<file path="config.mk">
export PLATFORM = sky130hd
export DESIGN_NAME = booth_mult_seq
export DESIGN_NICKNAME = d
export VERILOG_FILES = /design/src/rtl/booth_mult_seq.sv
export SDC_FILE = /design/constraint.sdc
export NUM_CORES = 1
export LEC_CHECK = 0
export CAP_MARGIN = 20
export CORE_MARGIN = 2
export CORE_UTILIZATION = 50
export CTS_CLUSTER_DIAMETER = 100
export DETAILED_ROUTE_END_ITERATION = 8
export GPL_TIMING_DRIVEN = 1
export PLACE_DENSITY = 0.73
export REMOVE_ABC_BUFFERS = 1
export SLEW_MARGIN = 10
export SYNTH_ARGS = -nofsm -noshare
export SYNTH_HDL_FRONTEND = slang
export SYNTH_SLANG_ARGS = --single-unit
</file>
<file path="constraint.sdc">
create_clock -name clk -period 10.22 [get_ports clk]
set_input_delay 2.555 -clock clk [delete_from_list [all_inputs] [get_ports clk]]
set_output_delay 2.555 -clock clk [all_outputs]
set_load 0.02 [all_outputs]
</file>
<file path="src/rtl/booth_mult_seq.sv">
// booth_mult_seq: sequential radix-2 Booth multiplier for the multdiv unit.
// One add/subtract-and-shift step per cycle over a 2*WIDTH+1-bit product
// register {hi, lo, extra}. Returns the low WIDTH bits of the signed product
// plus an overflow flag, one cycle after the final RUN cycle.
module booth_mult_seq #(
  parameter int WIDTH = 32,
  parameter int CNT_W = 6
) (
  input  logic             clk,
  input  logic             clr,
  input  logic             ctrl_mult,
  input  logic [WIDTH-1:0] data_operandA,
  input  logic [WIDTH-1:0] data_operandB,
  output logic [WIDTH-1:0] data_result,
  output logic             data_exception,
  output logic             data_resultRDY,
  output logic             busy
);

  localparam int PW = 2 * WIDTH + 1;

  localparam logic [1:0] S_IDLE = 2'd0;
  localparam logic [1:0] S_RUN  = 2'd1;
  localparam logic [1:0] S_DONE = 2'd2;

  logic [1:0]       r_state;
  logic [PW-1:0]    r_product;
  logic [WIDTH-1:0] r_mcand;
  logic [CNT_W-1:0] r_count;
  logic [WIDTH-1:0] r_result;
  logic             r_exception;

  logic [WIDTH:0]   w_hi;
  logic [WIDTH:0]   w_mcand;
  logic [WIDTH:0]   w_hiNext;
  logic [PW-1:0]    w_productNext;
  logic             w_exception;
  logic             w_lastStep;

  // Booth step datapath: hi +/- M at WIDTH+1 bits, then arithmetic shift right.
  // Bit 2*WIDTH is the guard/sign bit of hi, so it also sign-extends hi here.
  always_comb begin
    w_hi    = {r_product[PW-1], r_product[PW-1:WIDTH+1]};
    w_mcand = {r_mcand[WIDTH-1], r_mcand};
    case (r_product[1:0])
      2'b01:   w_hiNext = w_hi + w_mcand;
      2'b10:   w_hiNext = w_hi - w_mcand;
      default: w_hiNext = w_hi;
    endcase
    w_productNext = {w_hiNext, r_product[WIDTH:1]};
    w_exception   = !((&r_product[PW-1:WIDTH]) || (~|r_product[PW-1:WIDTH]));
    w_lastStep    = (r_count == CNT_W'(WIDTH));
  end

  // Control FSM plus product/count/output registers. A start pulse wins over
  // any state; the RUN cycle that finds count==WIDTH latches the outputs.
  always_ff @(posedge clk) begin
    if (clr) begin
      r_state     <= S_IDLE;
      r_product   <= '0;
      r_mcand     <= '0;
      r_count     <= '0;
      r_result    <= '0;
      r_exception <= 1'b0;
    end else if (ctrl_mult) begin
      r_state   <= S_RUN;
      r_mcand   <= data_operandA;
      r_product <= {{WIDTH{1'b0}}, data_operandB, 1'b0};
      r_count   <= '0;
    end else begin
      case (r_state)
        S_RUN: begin
          if (w_lastStep) begin
            r_state     <= S_DONE;
            r_result    <= r_product[WIDTH:1];
            r_exception <= w_exception;
          end else begin
            r_product <= w_productNext;
            r_count   <= r_count + CNT_W'(1);
          end
        end
        S_DONE:  r_state <= S_IDLE;
        default: r_state <= S_IDLE;
      endcase
    end
  end

  assign data_result    = r_result;
  assign data_exception = r_exception;
  assign data_resultRDY = (r_state == S_DONE);
  assign busy           = (r_state == S_RUN);

endmodule

</file>
### Word-level counts from Yosys, hierarchy flattened

Index checks and enable logic that the tools add are counted.

| operators by class | value |
|---|---|
| $add $sub $neg | 3 |
| eq/ne operators | 7 |
| multiplexer cells | 7 |
| bitwise gates (word level) | 3 |
| reductions and logical operators | 13 |

Operators with widths:

| operator | number |
|---|---|
| 33-bit two-way mux | 3 |
| 33-bit case mux with 2 select lines | 1 |
| 32-bit by 32-bit adder with 33-bit output | 1 |
| 33-bit AND reduction | 1 |
| 33-bit OR reduction | 1 |
| 32-bit by 32-bit subtractor with 33-bit output | 1 |
| 6-bit by 1-bit adder with 6-bit output (second input constant) | 1 |
| 6-bit == test (second input constant) | 1 |
| 3-bit AND reduction | 2 |
| 2-bit by 1-bit == test with 1-bit output (second input constant) | 2 |
| 2-bit == test (second input constant) | 2 |
| 2-bit AND reduction | 2 |
| 2-bit nonzero test | 2 |
| 1-bit two-way mux | 3 |
| 3-bit by 2-bit != test with 1-bit output (second input constant) | 1 |
| 1-bit inverter | 3 |
| 3-bit OR reduction | 1 |
| 1-bit zero test | 2 |
| 2-bit != test (second input constant) | 1 |
| 2-bit OR reduction | 1 |
| 1-bit logical OR | 1 |

| storage, ports and cells | value |
|---|---|
| register bits after elaboration | 138 |
| input port bits | 67 |
| output and inout bits | 35 |
| word-level logic and storage cells | 42 |

### Longest topological paths before layout

| logic depth | value |
|---|---|
| depth after elaboration | 5 |
| mapped depth | 20 |
| gate-level depth less buffers | 19 |

### Worst setup path before layout

No wires, ideal clock.

| timing path | value |
|---|---|
| path type | register -> register |
| start point | register r_mcand[2] |
| end point | register r_product[64] |
| library setup time | 0.120 ns |
| arrival time | 4.107 ns |
| data required time | 10.100 ns |
| path slack | 5.993 ns |
| stages on the path, launching flop included | 18 |
| path buffers | 1 |
| clock period less this slack | 4.227 ns |
| cells stage by stage | dfxtp_1 > or3_1 > or3_1 > nor3b_2 > and2_1 > nand2_1 > nor3_1 > nor2_1 > xnor2_1 > ha_1 > clkbuf_1 > nand2_1 > o41a_4 > o211ai_2 > nand4_1 > nand2_1 > mux4_2 > a211o_1 |

| on the way | value |
|---|---|
| word-level cells in the longest chain between the ends | 2 |
| elaborated cells on any way between the ends | 3 |
| classes of those cells | 2 x add/sub; 1 x mux |

RTL lines:

| what | line | RTL |
|---|---|---|
| start: declaration | 28 | `logic [WIDTH-1:0] r_mcand;` |
| start signal: assignment | 67 | `r_mcand <= data_operandA;` |
| 32-bit by 32-bit subtractor with 33-bit output or 32-bit by 32-bit adder with 33-bit output (tied branches) | 47, 46 |  |
| 33-bit case mux with 2 select lines (*) | 45 | `case (r_product[1:0])` |
| end signal: assignment | 68 | `r_product <= {{WIDTH{1'b0}}, data_operandB, 1'b0};` |
| end signal: assignment | 78 | `r_product <= w_productNext;` |
| end: declaration | 27 | `logic [PW-1:0] r_product;` |

Every way passes the cells marked *; elsewhere a longest branch is shown, timed or not.
A chain may end at the register's enable or synchronous reset.

### Worst setup path after layout

| timing path | value |
|---|---|
| start point | input port clr |
| end point | register r_product[64] |

| on the way | value |
|---|---|
| word-level cells in the longest chain between the ends | 1 |

RTL lines:

| what | line | RTL |
|---|---|---|
| start: declaration | 10 | `input logic clr,` |
| 2-bit OR reduction (no source line) | - |  |

No other way between the ends.

==> results.py <==
metrics = {
    "status": {
        "outcome": "finished, final reports clean",
    },
    "drt": {
        "first_iter_violations": 514,
        "drc": 0,
        "routed_wl_mm": 18.5,
        "wire_per_inst_um": 14.0,
        "dr.pass1.iters": 5,
        "vias": 7225,
        "antenna_left": 0,
        "vias_per_cell": 5.45,
    },
    "global_route": {
        "grt-ovfl-total": 0,
        "grt_max_degree": 80,
        "grt_pass1_wl_mm": 31.6,
        "antenna_found_initial": 0,
        "first_global_vias": 6669,
        "grt_util_all_layers": 0.230,
    },
    "sta": {
        "holdWs_ns": 0.453,
        "worst_clock_skew_ns": 0.00868,
        "worst_pin_slew_ns": 1.03,
        "setup_violations": 0,
        "slew_violations": 0,
        "hold_violations": 0,
        "period_needed_ns": 4.74,
        "finalSetupTns_ns": 0,
        "fmax_mhz": 211,
        "period_share": 0.464,
        "rsz0062_at_grt": "no",
        "slew_headroom": 0.313,
    },
    "finish": {
        "syn2layout_area_growth_pct": 20.9,
        "drive_gt1_frac": 0.0566,
        "fin_nets": 1206,
        "fin_area_um2": 9520,
        "utilization": 0.622,
        "antenna_cells": 0,
    },
    "floorplanning": {
        "die_h_um": 130,
        "dieWidth_um": 130,
        "initial_core_util": 0.514,
        "dieArea_um2": 16800,
        "rows": 45,
        "design.core.area_um2": 15300,
        "num_io_pins": 102,
    },
    "pwr": {
        "power.internal_mw": 1.02,
        "power_leakage_nw": 3.64,
        "pwr-share-seq": 0.405,
        "swShare": 0.285,
        "pwr-share-comb": 0.188,
        "vdd_drop_max_mv": 0.117,
        "p_sw_mw": 0.408,
        "clkPwrFrac": 0.407,
        "power_density_nw_per_um2": 150,
    },
    "cts": {
        "clk_latency_ns": 0.42,
        "cts_root_buf": "clkbuf_16",
        "clock_path_buffers": 2,
        "clkSlewWorstSetupHoldPaths_ns": 0.06,
        "h-tree-depth": 4,
        "cts_tree": "yes",
        "cts_resized": 0,
        "clock-sinks": 138,
        "ctsHoldBuffers": 0,
        "cts_setup_buffers": 0,
        "cts_buffers": 17,
    },
    "logic_synthesis": {
        "yosys_warnings": 0,
        "yosys.area.top_type": "dfxtp_1",
        "async_flop_share": 0,
        "ys_ff_latch": 138,
        "ys_top_cells_by_area": "dfxtp_1, a21oi_1, nand2_1",
        "synth.most_common_cell": "nand2_1",
        "synth_top_area_share": 0.351,
        "synth_commonest_cells": "nand2_1, a21oi_1, dfxtp_1",
        "ys_types": 59,
        "synthCells": 1040,
        "mappedNetlistArea_um2": 7880,
        "ys.flop_type": "dfxtp_1",
        "synth-edff-count": 0,
        "ys_seq_area_frac": 0.351,
        "syn-mean-instance-area_um2": 7.57,
    },
    "hold_path": {
        "whs_path_depth": 2,
        "min_path_type": "register to register",
    },
    "setup_path": {
        "timing_worst_setup_path_type": "input port to register",
        "cp.arrival_ns": 5.06,
        "critPathSlowestCell": "buf_4",
        "crit_chain": "buf_4 -> buf_4 -> or2_2 -> nor4_1 -> mux4_2 -> a211o_1",
        "critPathMaxStageDelay_ns": 0.67,
        "cp_common_cell": "buf_4",
        "r2r_cells": 17,
        "cp.required_ns": 10.54,
        "crit_path_max_fanout": 77,
        "end_kind": "register",
        "critPathLaunchType": "input port",
    },
    "placement": {
        "portBuffers": 101,
        "dpl.hpwl_mm": 12.8,
        "gp_congestion": 0.932,
        "place_area_um2": 8970,
    },
    "run": {
        "maxCapViolations": 0,
    },
}
area by class of cell:
| type | instances | area, um^2 |
|---|---|---|
| Clock buffer | 21 | 460 |
| Multi-Input combinational cell | 815 | 4800 |
| Timing Repair Buffer | 109 | 1070 |
| Fill cell | 1421 | 5790 |
| Sequential cell | 138 | 2760 |
| Clock inverter | 10 | 93.8 |
| Inverter | 21 | 78.8 |
| Tap cell | 211 | 264 |
critical path: cells and delay by family:
kind            cells  cell delay [ns]
compound gates      1             0.27
buf+inv             2             0.92
mux                 1             0.48
simple gates        2             0.76
power groups by stage:
stage / Sequential, mW / Clock, mW / Combinational (mW)
final: 0.580 / 0.583 / 0.269
after floorplan: 0.585 / 0 / 0.190
after global placement: 0.591 / 0 / 0.264
after detailed placement: 0.591 / 0 / 0.267
after CTS: 0.580 / 0.594 / 0.269
after global routing: 0.584 / 0.616 / 0.303
sequential cells by signal, summed over array words and instances, names as in the netlist:
signal and count:
r_state 2, r_count 6, data_result 32, r_mcand 32, r_product 65, data_exception 1
final timing paths:
check	startpoint	end	slack [ns]
worst max-delay path	clr	r_product[64]$_SDFFE_PP0P_	5.48
worst min-delay path	data_result[18]$_SDFFE_PP0P_	data_result[18]$_SDFFE_PP0P_	0.45
worst max register to register	r_mcand[2]$_SDFFE_PP0P_	r_product[64]$_SDFFE_PP0P_	5.60
worst min register to register	data_result[18]$_SDFFE_PP0P_	data_result[18]$_SDFFE_PP0P_	0.45
kinds of logic after synthesis:
kind of cell	after synthesis	share of synthesized area
AOI/OAI and AO/OA	268	0.203
and+or+nand+nor	412	0.228
muxes	36	0.0473
DFF	138	0.351
adders and majority gates	37	0.0597
buffers and inverters	87	0.0424
xor gates and xnor gates	62	0.0689
layout by cell type (no fill, tap or decap), types with 10 or more instances in the layout:
cell type,count
o211ai_1,14
nand2_1,183
xnor2_1,44
mux2i_1,35
o21ai_0,39
a21oi_1,150
dfxtp_1,138
clkdlybuf4s50_1,99
xor2_1,18
nor4_1,12
a31oi_1,10
nor2_1,133
buf_4,10
ha_1,36
clkbuf_16,17
inv_1,21
nand4_1,18
nor3_1,12
metrics by stage:
step | cells | worst slack, ns | power (mW)
after floorplan | 974 | 5.35 | 0.775
after global placement | 1294 | 5.04 | 0.855
after detailed placement | 1294 | 5.01 | 0.859
after CTS | 1325 | 5.46 | 1.44
after global routing | 1325 | 5.24 | 1.50
final | 1325 | 5.48 | 1.43
routing by layer:
| metal | share of wire | global-route usage | up-vias | routed length, um |
|---|---|---|---|---|
| met5 | 0 | 0 | - | 0 |
| met4 | 0.011 | 0.0626 | 0 | 201 |
| met3 | 0.046 | 0.0508 | 18 | 860 |
| met2 | 0.45 | 0.367 | 152 | 8320 |
| met1 | 0.49 | 0.317 | 3333 | 9120 |
| li1 | - | - | 3722 | - |
(Power assumes the default switching activity.)
